--- src/rtl/rtc_bus_pkg.sv ---
// Shared constants for the RTC read path: PicoBlaze port IDs,
// FSM state encodings, status bit positions and a BCD helper.
package rtc_bus_pkg;

  localparam logic [7:0] PORT_ADDR   = 8'h10;
  localparam logic [7:0] PORT_DATA   = 8'h11;
  localparam logic [7:0] PORT_STATUS = 8'h12;

  localparam int BUSY_B  = 0;
  localparam int VALID_B = 1;
  localparam int OVR_B   = 2;
  localparam int BCD_B   = 3;

  typedef enum logic [2:0] {
    IDLE,
    ADDR,
    HOLD,
    TURN,
    READ,
    RECOVER
  } state_e;

  function automatic logic bcd_bad(input logic [7:0] b);
    return (b[7:4] > 4'd9) || (b[3:0] > 4'd9);
  endfunction

endpackage

--- src/rtl/rtc_phase_timer.sv ---
// 8-bit loadable down-counter shared by every timed bus phase.
// Ports: clock, reset (async low), load_i, load_val_i, zero_o.
module rtc_phase_timer (
  input  logic       clock,
  input  logic       reset,
  input  logic       load_i,
  input  logic [7:0] load_val_i,
  output logic       zero_o
);

  logic [7:0] cnt_q, cnt_d;

  always_comb begin
    cnt_d = cnt_q;
    if (load_i)
      cnt_d = load_val_i;
    else if (cnt_q != 8'd0)
      cnt_d = cnt_q - 8'd1;
  end

  always_ff @(posedge clock or negedge reset) begin
    if (!reset) cnt_q <= 8'd0;
    else        cnt_q <= cnt_d;
  end

  assign zero_o = (cnt_q == 8'd0);

endmodule

--- src/rtl/rtc_bus_reader.sv ---
// One RTC register read per PicoBlaze PORT_ADDR write over the
// muxed A/D bus; captured byte and status returned on in_port.
// Ports: clock/reset, PicoBlaze (in_dato, port_id, write_strobe,
// read_strobe, in_port), RTC pads (ad_out, ad_oe, ad_in, ale,
// cs_n, rd_n, wr_n), busy.
// Optional: define RTC_BCD_CHECK_EN for the sticky BCD error bit.
module rtc_bus_reader
  import rtc_bus_pkg::*;
#(
  parameter int T_PHASE = 10,
  parameter int T_TURN  = 2
) (
  input  logic       clock,
  input  logic       reset,
  input  logic [7:0] in_dato,
  input  logic [7:0] port_id,
  input  logic       write_strobe,
  input  logic       read_strobe,
  output logic [7:0] in_port,
  output logic [7:0] ad_out,
  output logic       ad_oe,
  input  logic [7:0] ad_in,
  output logic       ale,
  output logic       cs_n,
  output logic       rd_n,
  output logic       wr_n,
  output logic       busy
);

  // Counter runs load..0, so a phase of N cycles loads N-1.
  localparam logic [7:0] PH_LD = 8'(T_PHASE - 1);
  localparam logic [7:0] TU_LD = 8'(T_TURN - 1);

  state_e     state_q, state_d;
  logic [7:0] addr_q, addr_d;
  logic [7:0] data_q, data_d;
  logic       valid_q, valid_d;
  logic       ovr_q, ovr_d;
  logic [7:0] in_port_q, in_port_d;

  logic       tmr_load;
  logic [7:0] tmr_val;
  logic       tmr_zero;
  logic       capture;
  logic       bcd_err;

  logic wr_addr, rd_data, rd_stat, start;

  assign wr_addr = write_strobe && (port_id == PORT_ADDR);
  assign rd_data = read_strobe && (port_id == PORT_DATA);
  assign rd_stat = read_strobe && (port_id == PORT_STATUS);
  assign start   = wr_addr && (state_q == IDLE);

  rtc_phase_timer u_tmr (
    .clock      (clock),
    .reset      (reset),
    .load_i     (tmr_load),
    .load_val_i (tmr_val),
    .zero_o     (tmr_zero)
  );

  always_comb begin
    state_d  = state_q;
    tmr_load = 1'b0;
    tmr_val  = PH_LD;
    capture  = 1'b0;
    unique case (state_q)
      IDLE: begin
        if (start) begin
          state_d  = ADDR;
          tmr_load = 1'b1;
        end
      end
      ADDR: begin
        if (tmr_zero) state_d = HOLD;
      end
      HOLD: begin
        state_d  = TURN;
        tmr_load = 1'b1;
        tmr_val  = TU_LD;
      end
      TURN: begin
        if (tmr_zero) begin
          state_d  = READ;
          tmr_load = 1'b1;
        end
      end
      READ: begin
        if (tmr_zero) begin
          state_d  = RECOVER;
          tmr_load = 1'b1;
          capture  = 1'b1;
        end
      end
      RECOVER: begin
        if (tmr_zero) state_d = IDLE;
      end
      default: state_d = IDLE;
    endcase
  end

  // Pad controls decode straight from state so reset releases
  // the bus without waiting for a clock edge.
  assign busy   = (state_q != IDLE);
  assign ale    = (state_q == ADDR);
  assign ad_oe  = (state_q == ADDR) || (state_q == HOLD);
  assign ad_out = ad_oe ? addr_q : 8'h00;
  assign rd_n   = (state_q != READ);
  assign cs_n   = !((state_q == ADDR) || (state_q == HOLD) ||
                    (state_q == TURN) || (state_q == READ));
  assign wr_n   = 1'b1;

  always_comb begin
    addr_d  = addr_q;
    data_d  = data_q;
    valid_d = valid_q;
    ovr_d   = ovr_q;
    if (start)   addr_d = in_dato;
    if (capture) data_d = ad_in;
    // Set beats clear when both land on the same edge.
    if (capture)      valid_d = 1'b1;
    else if (rd_data) valid_d = 1'b0;
    if (wr_addr && busy) ovr_d = 1'b1;
    else if (rd_stat)    ovr_d = 1'b0;
  end

`ifdef RTC_BCD_CHECK_EN
  logic bcd_q, bcd_d;

  always_comb begin
    bcd_d = bcd_q;
    if (capture && bcd_bad(ad_in)) bcd_d = 1'b1;
    else if (rd_stat)              bcd_d = 1'b0;
  end

  always_ff @(posedge clock or negedge reset) begin
    if (!reset) bcd_q <= 1'b0;
    else        bcd_q <= bcd_d;
  end

  assign bcd_err = bcd_q;
`else
  assign bcd_err = 1'b0;
`endif

  always_comb begin
    in_port_d = 8'h00;
    unique case (1'b1)
      (port_id == PORT_DATA): in_port_d = data_q;
      (port_id == PORT_STATUS): begin
        in_port_d[BUSY_B]  = busy;
        in_port_d[VALID_B] = valid_q;
        in_port_d[OVR_B]   = ovr_q;
        in_port_d[BCD_B]   = bcd_err;
      end
      default: in_port_d = 8'h00;
    endcase
  end

  always_ff @(posedge clock or negedge reset) begin
    if (!reset) begin
      state_q   <= IDLE;
      addr_q    <= 8'h00;
      data_q    <= 8'h00;
      valid_q   <= 1'b0;
      ovr_q     <= 1'b0;
      in_port_q <= 8'h00;
    end else begin
      state_q   <= state_d;
      addr_q    <= addr_d;
      data_q    <= data_d;
      valid_q   <= valid_d;
      ovr_q     <= ovr_d;
      in_port_q <= in_port_d;
    end
  end

  assign in_port = in_port_q;

endmodule

--- config.mk ---
export PLATFORM = sky130hd
export DESIGN_NAME = rtc_bus_reader
export DESIGN_NICKNAME = d
export VERILOG_FILES = /design/src/rtl/rtc_bus_pkg.sv /design/src/rtl/rtc_phase_timer.sv /design/src/rtl/rtc_bus_reader.sv
export SDC_FILE = /design/constraint.sdc
export NUM_CORES = 1
export LEC_CHECK = 0
export ABC_AREA = 1
export CAP_MARGIN = 5
export CORE_MARGIN = 2
export CORE_UTILIZATION = 27
export DETAILED_ROUTE_END_ITERATION = 8
export DONT_BUFFER_PORTS = 1
export GPL_TIMING_DRIVEN = 1
export HOLD_SLACK_MARGIN = 0.02
export SLEW_MARGIN = 20
export SYNTH_ARGS = -nofsm -noshare
export SYNTH_HDL_FRONTEND = slang
export SYNTH_SLANG_ARGS = --single-unit
--- constraint.sdc ---
create_clock -name clock -period 1.3 [get_ports clock]
set_input_delay 0.195 -clock clock [delete_from_list [all_inputs] [get_ports clock]]
set_output_delay 0.195 -clock clock [all_outputs]
set_load 0.05 [all_outputs]
# Word level (Yosys, flattened, before mapping)
# Index checks and enable logic that the tools add are counted.
# totals
regBits	37
in_bits	28
# classes
n_addsub	1
n_eq_ne	14
mux	20
n_reduce_logical	18
# op_table
cell	n
== test 8 x 5 -> 1 bit, second input constant	3
two-way mux 8 bit	3
one-hot mux 3 bit (6 select lines)	1
two-way mux 3 bit	5
logical NOT 8 bit	1
two-way mux 4 bit	2
!= test 2 bit, second input constant	4
one-hot mux 4 bit (2 select lines)	1
nonzero test 8 bit	1
subtractor 8 x 1 -> 8 bit, second input constant	1
two-way mux 1 bit	7
== test 3 x 2 -> 1 bit, second input constant	2
== test 3 bit, second input constant	2
nonzero test 2 bit	3
logical AND 1 bit	5
AND reduction 5 bit	1
== test 3 x 1 -> 1 bit, second input constant	1
logical NOT 3 bit	1
logical OR 1 bit	3
!= test 3 bit, second input constant	1
one-hot mux 1 bit (3 select lines)	1
nonzero test 3 bit	1
!= test 2 x 1 -> 1 bit, second input constant	1
OR reduction 2 bit	1
logical NOT 1 bit	1

# Depth between registers and ports, before layout
# logic_depth
word_depth	6
mapped_depth	9
depth_no_buf	9

# Modules after synthesis
# Synthesis repeated with hierarchy kept, for this count alone.
# hier_totals
hier_cells	238
hier_area_um2	1893.1
# modules_own_cells
mod	instances	cells_per_inst	area_per_inst_um2
rtc_bus_reader	1	167	1380.1
rtc_phase_timer	1	71	513.0

# Worst setup path after synthesis
# Ideal clock, no wire load.
# synth_path
kind	register to output
startpoint	reg state_q[0]
endpoint	out ad_out[0]
arrival_time_ps	2551
path_slack_ps	-1446
path_stages_with_launch	7
path_buffers	0
path_cell_list	dfrtp_1 -> inv_2 -> nor3_2 -> inv_1 -> nand2_1 -> inv_2 -> nor2_1
# synth_between
elab_chain_len	3
elab_cells_between_ends	4
# synth_lines
element	line_no	source
start, declared	rtc_bus_reader.sv:34	state_e state_q, state_d;
start signal, assigned	rtc_bus_reader.sv:169	state_q <= state_d;
== test 3 x 1 -> 1 bit	-	
via ale	rtc_bus_reader.sv:23	output logic ale,
logical OR 1 bit	rtc_bus_reader.sv:106	assign ad_oe = (state_q == ADDR) || (state_q == HOLD);
via ad_oe	rtc_bus_reader.sv:21	output logic ad_oe,
two-way mux 8 bit	rtc_bus_reader.sv:107	assign ad_out = ad_oe ? addr_q : 8'h00;
end, declared	rtc_bus_reader.sv:20	output logic [7:0] ad_out,
# The timed path passes the listed nets, and every way through them passes these cells.

# Worst setup path in the final report
# layout_path
startpoint	reg state_q[1]
endpoint	out ad_out[4]
# layout_between
elab_chain_len	3
elab_cells_between_ends	4
# layout_lines
element	line_no
== test 3 x 1 -> 1 bit / == test 3 x 2 -> 1 bit (equally long branches)	rtc_bus_reader.sv:106
logical OR 1 bit *	rtc_bus_reader.sv:106
two-way mux 8 bit *	rtc_bus_reader.sv:107
# Mark *: on every way between the ends. The rest lies on a longest branch, timed or not.

==> results.sh <==
export IMPL_root_buffer="clkbuf_8"
export IMPL_nFillCells=638
export IMPL_cts_tree="yes"
export IMPL_critPathMaxFanout=9
export IMPL_grt_use_met3=0.0294
export IMPL_timing_final_ws_setup_ps=-370
export IMPL_synth_area_per_cell_um2=8.49
export IMPL_finalCritPeriodShare=1.28
export IMPL_worstSetupPathType="reg2out"
export IMPL_synth_cell_area_um2=1870
export IMPL_post_place_ws_ps=-124
export IMPL_maxSlewViolCount=0
export IMPL_synth_nets=250
export IMPL_gr_total_overflow=0
export IMPL_powerDensity_nw_per_um2=2570
export IMPL_drive_above_1_share=0.539
export IMPL_hold_viol_final=0
export IMPL_cts_sinks=37
export IMPL_postLayoutCoreUtil=0.460
export IMPL_dr_total_vias=1640
export IMPL_holdCritPathClass="in2reg"
export IMPL_rsz0062_at_grt="yes"
export IMPL_dp_hpwl_mm=3.05
export IMPL_timing_setup_tns_ps=-8930
export IMPL_fp_row_count=30
export IMPL_final_cell_mix="35 x dfrtp_1, 34 x inv_1, 28 x buf_4"
export IMPL_drt_wl_total_mm=4.89
export IMPL_worstPathArrival_ps=1470
export IMPL_core_area_um2=6760
export IMPL_ys_warn_count=0
export IMPL_syn_instance_count=220
export IMPL_nets=309
export IMPL_startpoint_type="register"
export IMPL_grt_pass1_vias=1582
export IMPL_top_usage_layer="met2"
export IMPL_clock_path_buffers=2
export IMPL_die_h_um=87.2
export IMPL_clk_pin_slew_ps=80
export IMPL_drtIter0Drc=52
export IMPL_start_util=0.276
export IMPL_drc=0
export IMPL_ant_nets=0
export IMPL_ys_types=29
export IMPL_grt_use_met2=0.222
export IMPL_end_kind="output port"
export IMPL_max_freq_ghz=0.599
export IMPL_globalRouteMet1Util=0.154
export IMPL_dr_pass1_iters=4
export IMPL_die_w_um=87.2
export IMPL_grt_antenna_before_repair=0
export IMPL_setup_violations=41
export IMPL_fin_skew_ps=6.85
export IMPL_clk_latency_ps=290
export IMPL_grt_max_degree=38
export IMPL_io_buffers=0
export IMPL_synth_seq_area_share=0.496
export IMPL_grt_pass1_wl_mm=7.42
export IMPL_via_per_inst=4.56
export IMPL_final_common_cell="dfrtp_1"
export IMPL_antenna_cells=0
export IMPL_power_leakage_nw=1.47
export IMPL_maxCapViolCount=0
export IMPL_critPathRequiredTime_ps=1110
export IMPL_ys_ff_latch=37
export IMPL_dieArea_um2=7600
export IMPL_area_delta_synth_final_pct=66.4
export IMPL_h_tree_depth=2
export IMPL_grt_use_total=0.128
export IMPL_violations="negative setup slack"
export IMPL_irDropWorstVdd_uv=989
export IMPL_status="finished with violations"
export IMPL_cts_buffers=5
export IMPL_place_gp_congestion=0.779
export IMPL_routedWlPerCell_um=13.6
export IMPL_period_needed_ps=1670
export IMPL_num_io_pins=50
[flip-flops by register name, indices dropped and copies added, names as in the netlist]
register and cells:
data_q 8, in_port 8, state_q 3, addr_q 8, valid_q 1, u_tmr.cnt_q 8
ovr_q 1
[layout make-up]
type                       count  area, um^2  share of cell area
inverter                      43         176              0.0568
sequential                    37         928               0.299
clock buffer                   6        82.6              0.0266
tap                           80         100              0.0322
clock inverter                 2        37.5              0.0121
multi-input combinational    136        1110               0.358
timing repair buffer          56         669               0.215
[per-stage QoR]
step | cell area (um^2) | power (mW) | cells | hold slack [ps]
global route | 3110 | 8.43 | 360 | 28.9
detailed placement | 2490 | 6.16 | 336 | -98.1
floorplan | 1980 | 4.28 | 220 | -101
CTS | 2810 | 7.66 | 353 | 28.1
global placement | 2490 | 6.11 | 336 | -98.6
finish | 3110 | 7.98 | 360 | 44.2
[critical path, cell delays in order, from the launching register on]
cell     delay (ps)
dfrtp_1         420
inv_2            60
nor3_4          200
inv_2            90
nand2_8         100
inv_12           60
nor2_4          110
buf_12          140
[per-layer routing]
metal	routed length, um	vias to the layer above
met3	185	5
met5	0	-
met4	53	0
met2	2620	41
met1	2030	796
li1	-	798
[path summary, 6_finish.rpt]
path,from,endpoint,slack (ps),cells past startpoint
max,state_q[1],ad_out[4],-370,7
min,ad_in[0],data_q[0],40,2
max reg2reg,state_q[2],u_tmr.cnt_q[3],-280,8
min reg2reg,data_q[6],in_port[6],510,2
max in group asynchronous,reset,state_q[2],730,2
min in group asynchronous,reset,addr_q[7],360,2
[synthesized netlist by cell type]
cell type / instances / area (um^2)
buf_4: 3 / 22.5
nand2_2: 2 / 12.5
inv_1: 41 / 154
nor2_4: 1 / 11.3
o21ai_0: 6 / 30.0
ha_1: 2 / 25.0
xor2_1: 3 / 26.3
a21oi_4: 1 / 16.3
a21oi_1: 18 / 90.1
nand3_1: 13 / 65.1
nand2_4: 3 / 33.8
buf_2: 1 / 5.00
nor3_1: 1 / 5.00
nor2_1: 40 / 150
inv_2: 2 / 7.51
nor3_2: 2 / 20.0
dfrtp_1: 37 / 926
nand3_4: 1 / 17.5
nor3_4: 1 / 16.3
nand2_1: 23 / 86.3
a21oi_2: 1 / 8.76
o21ai_2: 1 / 8.76
o22ai_1: 2 / 12.5
conb_1: 1 / 3.75
nor2_8: 1 / 20.0
nand3b_1: 1 / 7.51
nand4_1: 3 / 18.8
buf_6: 2 / 22.5
nor2_2: 7 / 43.8
[what timing repair did]
| action | 4_1_cts | 5_1_grt |
|---|---|---|
| endpoints found under the setup margin | 40 | 42 |
| resized for setup | 30 | 55 |
| setup buffers | 6 | 6 |
| pin swaps | 10 | 16 |
| gates cloned | 2 | 3 |
| hold endpoints to repair | 37 | 0 |
| hold buffers | 2 | 0 |
[cells by family (layout without fill, tap and decap cells)]
group	Yosys count	after routing	share of synthesized area
XOR/XNOR	3	3	0.0141
AO/OA/AOI/OAI	29	29	0.0891
buffers and inverters	49	107	0.113
other	1	1	0.00201
flip-flops	37	37	0.496
adder cells (fa/ha/maj)	2	2	0.0134
AND/OR/NAND/NOR	99	101	0.272
[power breakdown]
part | switching, mW | internal (mW)
clock network | 0.432 | 0.624
logic | 2.95 | 2.49
registers | 0.147 | 1.34
total | 3.53 | 4.45
Power figures use the tool's default switching activity.
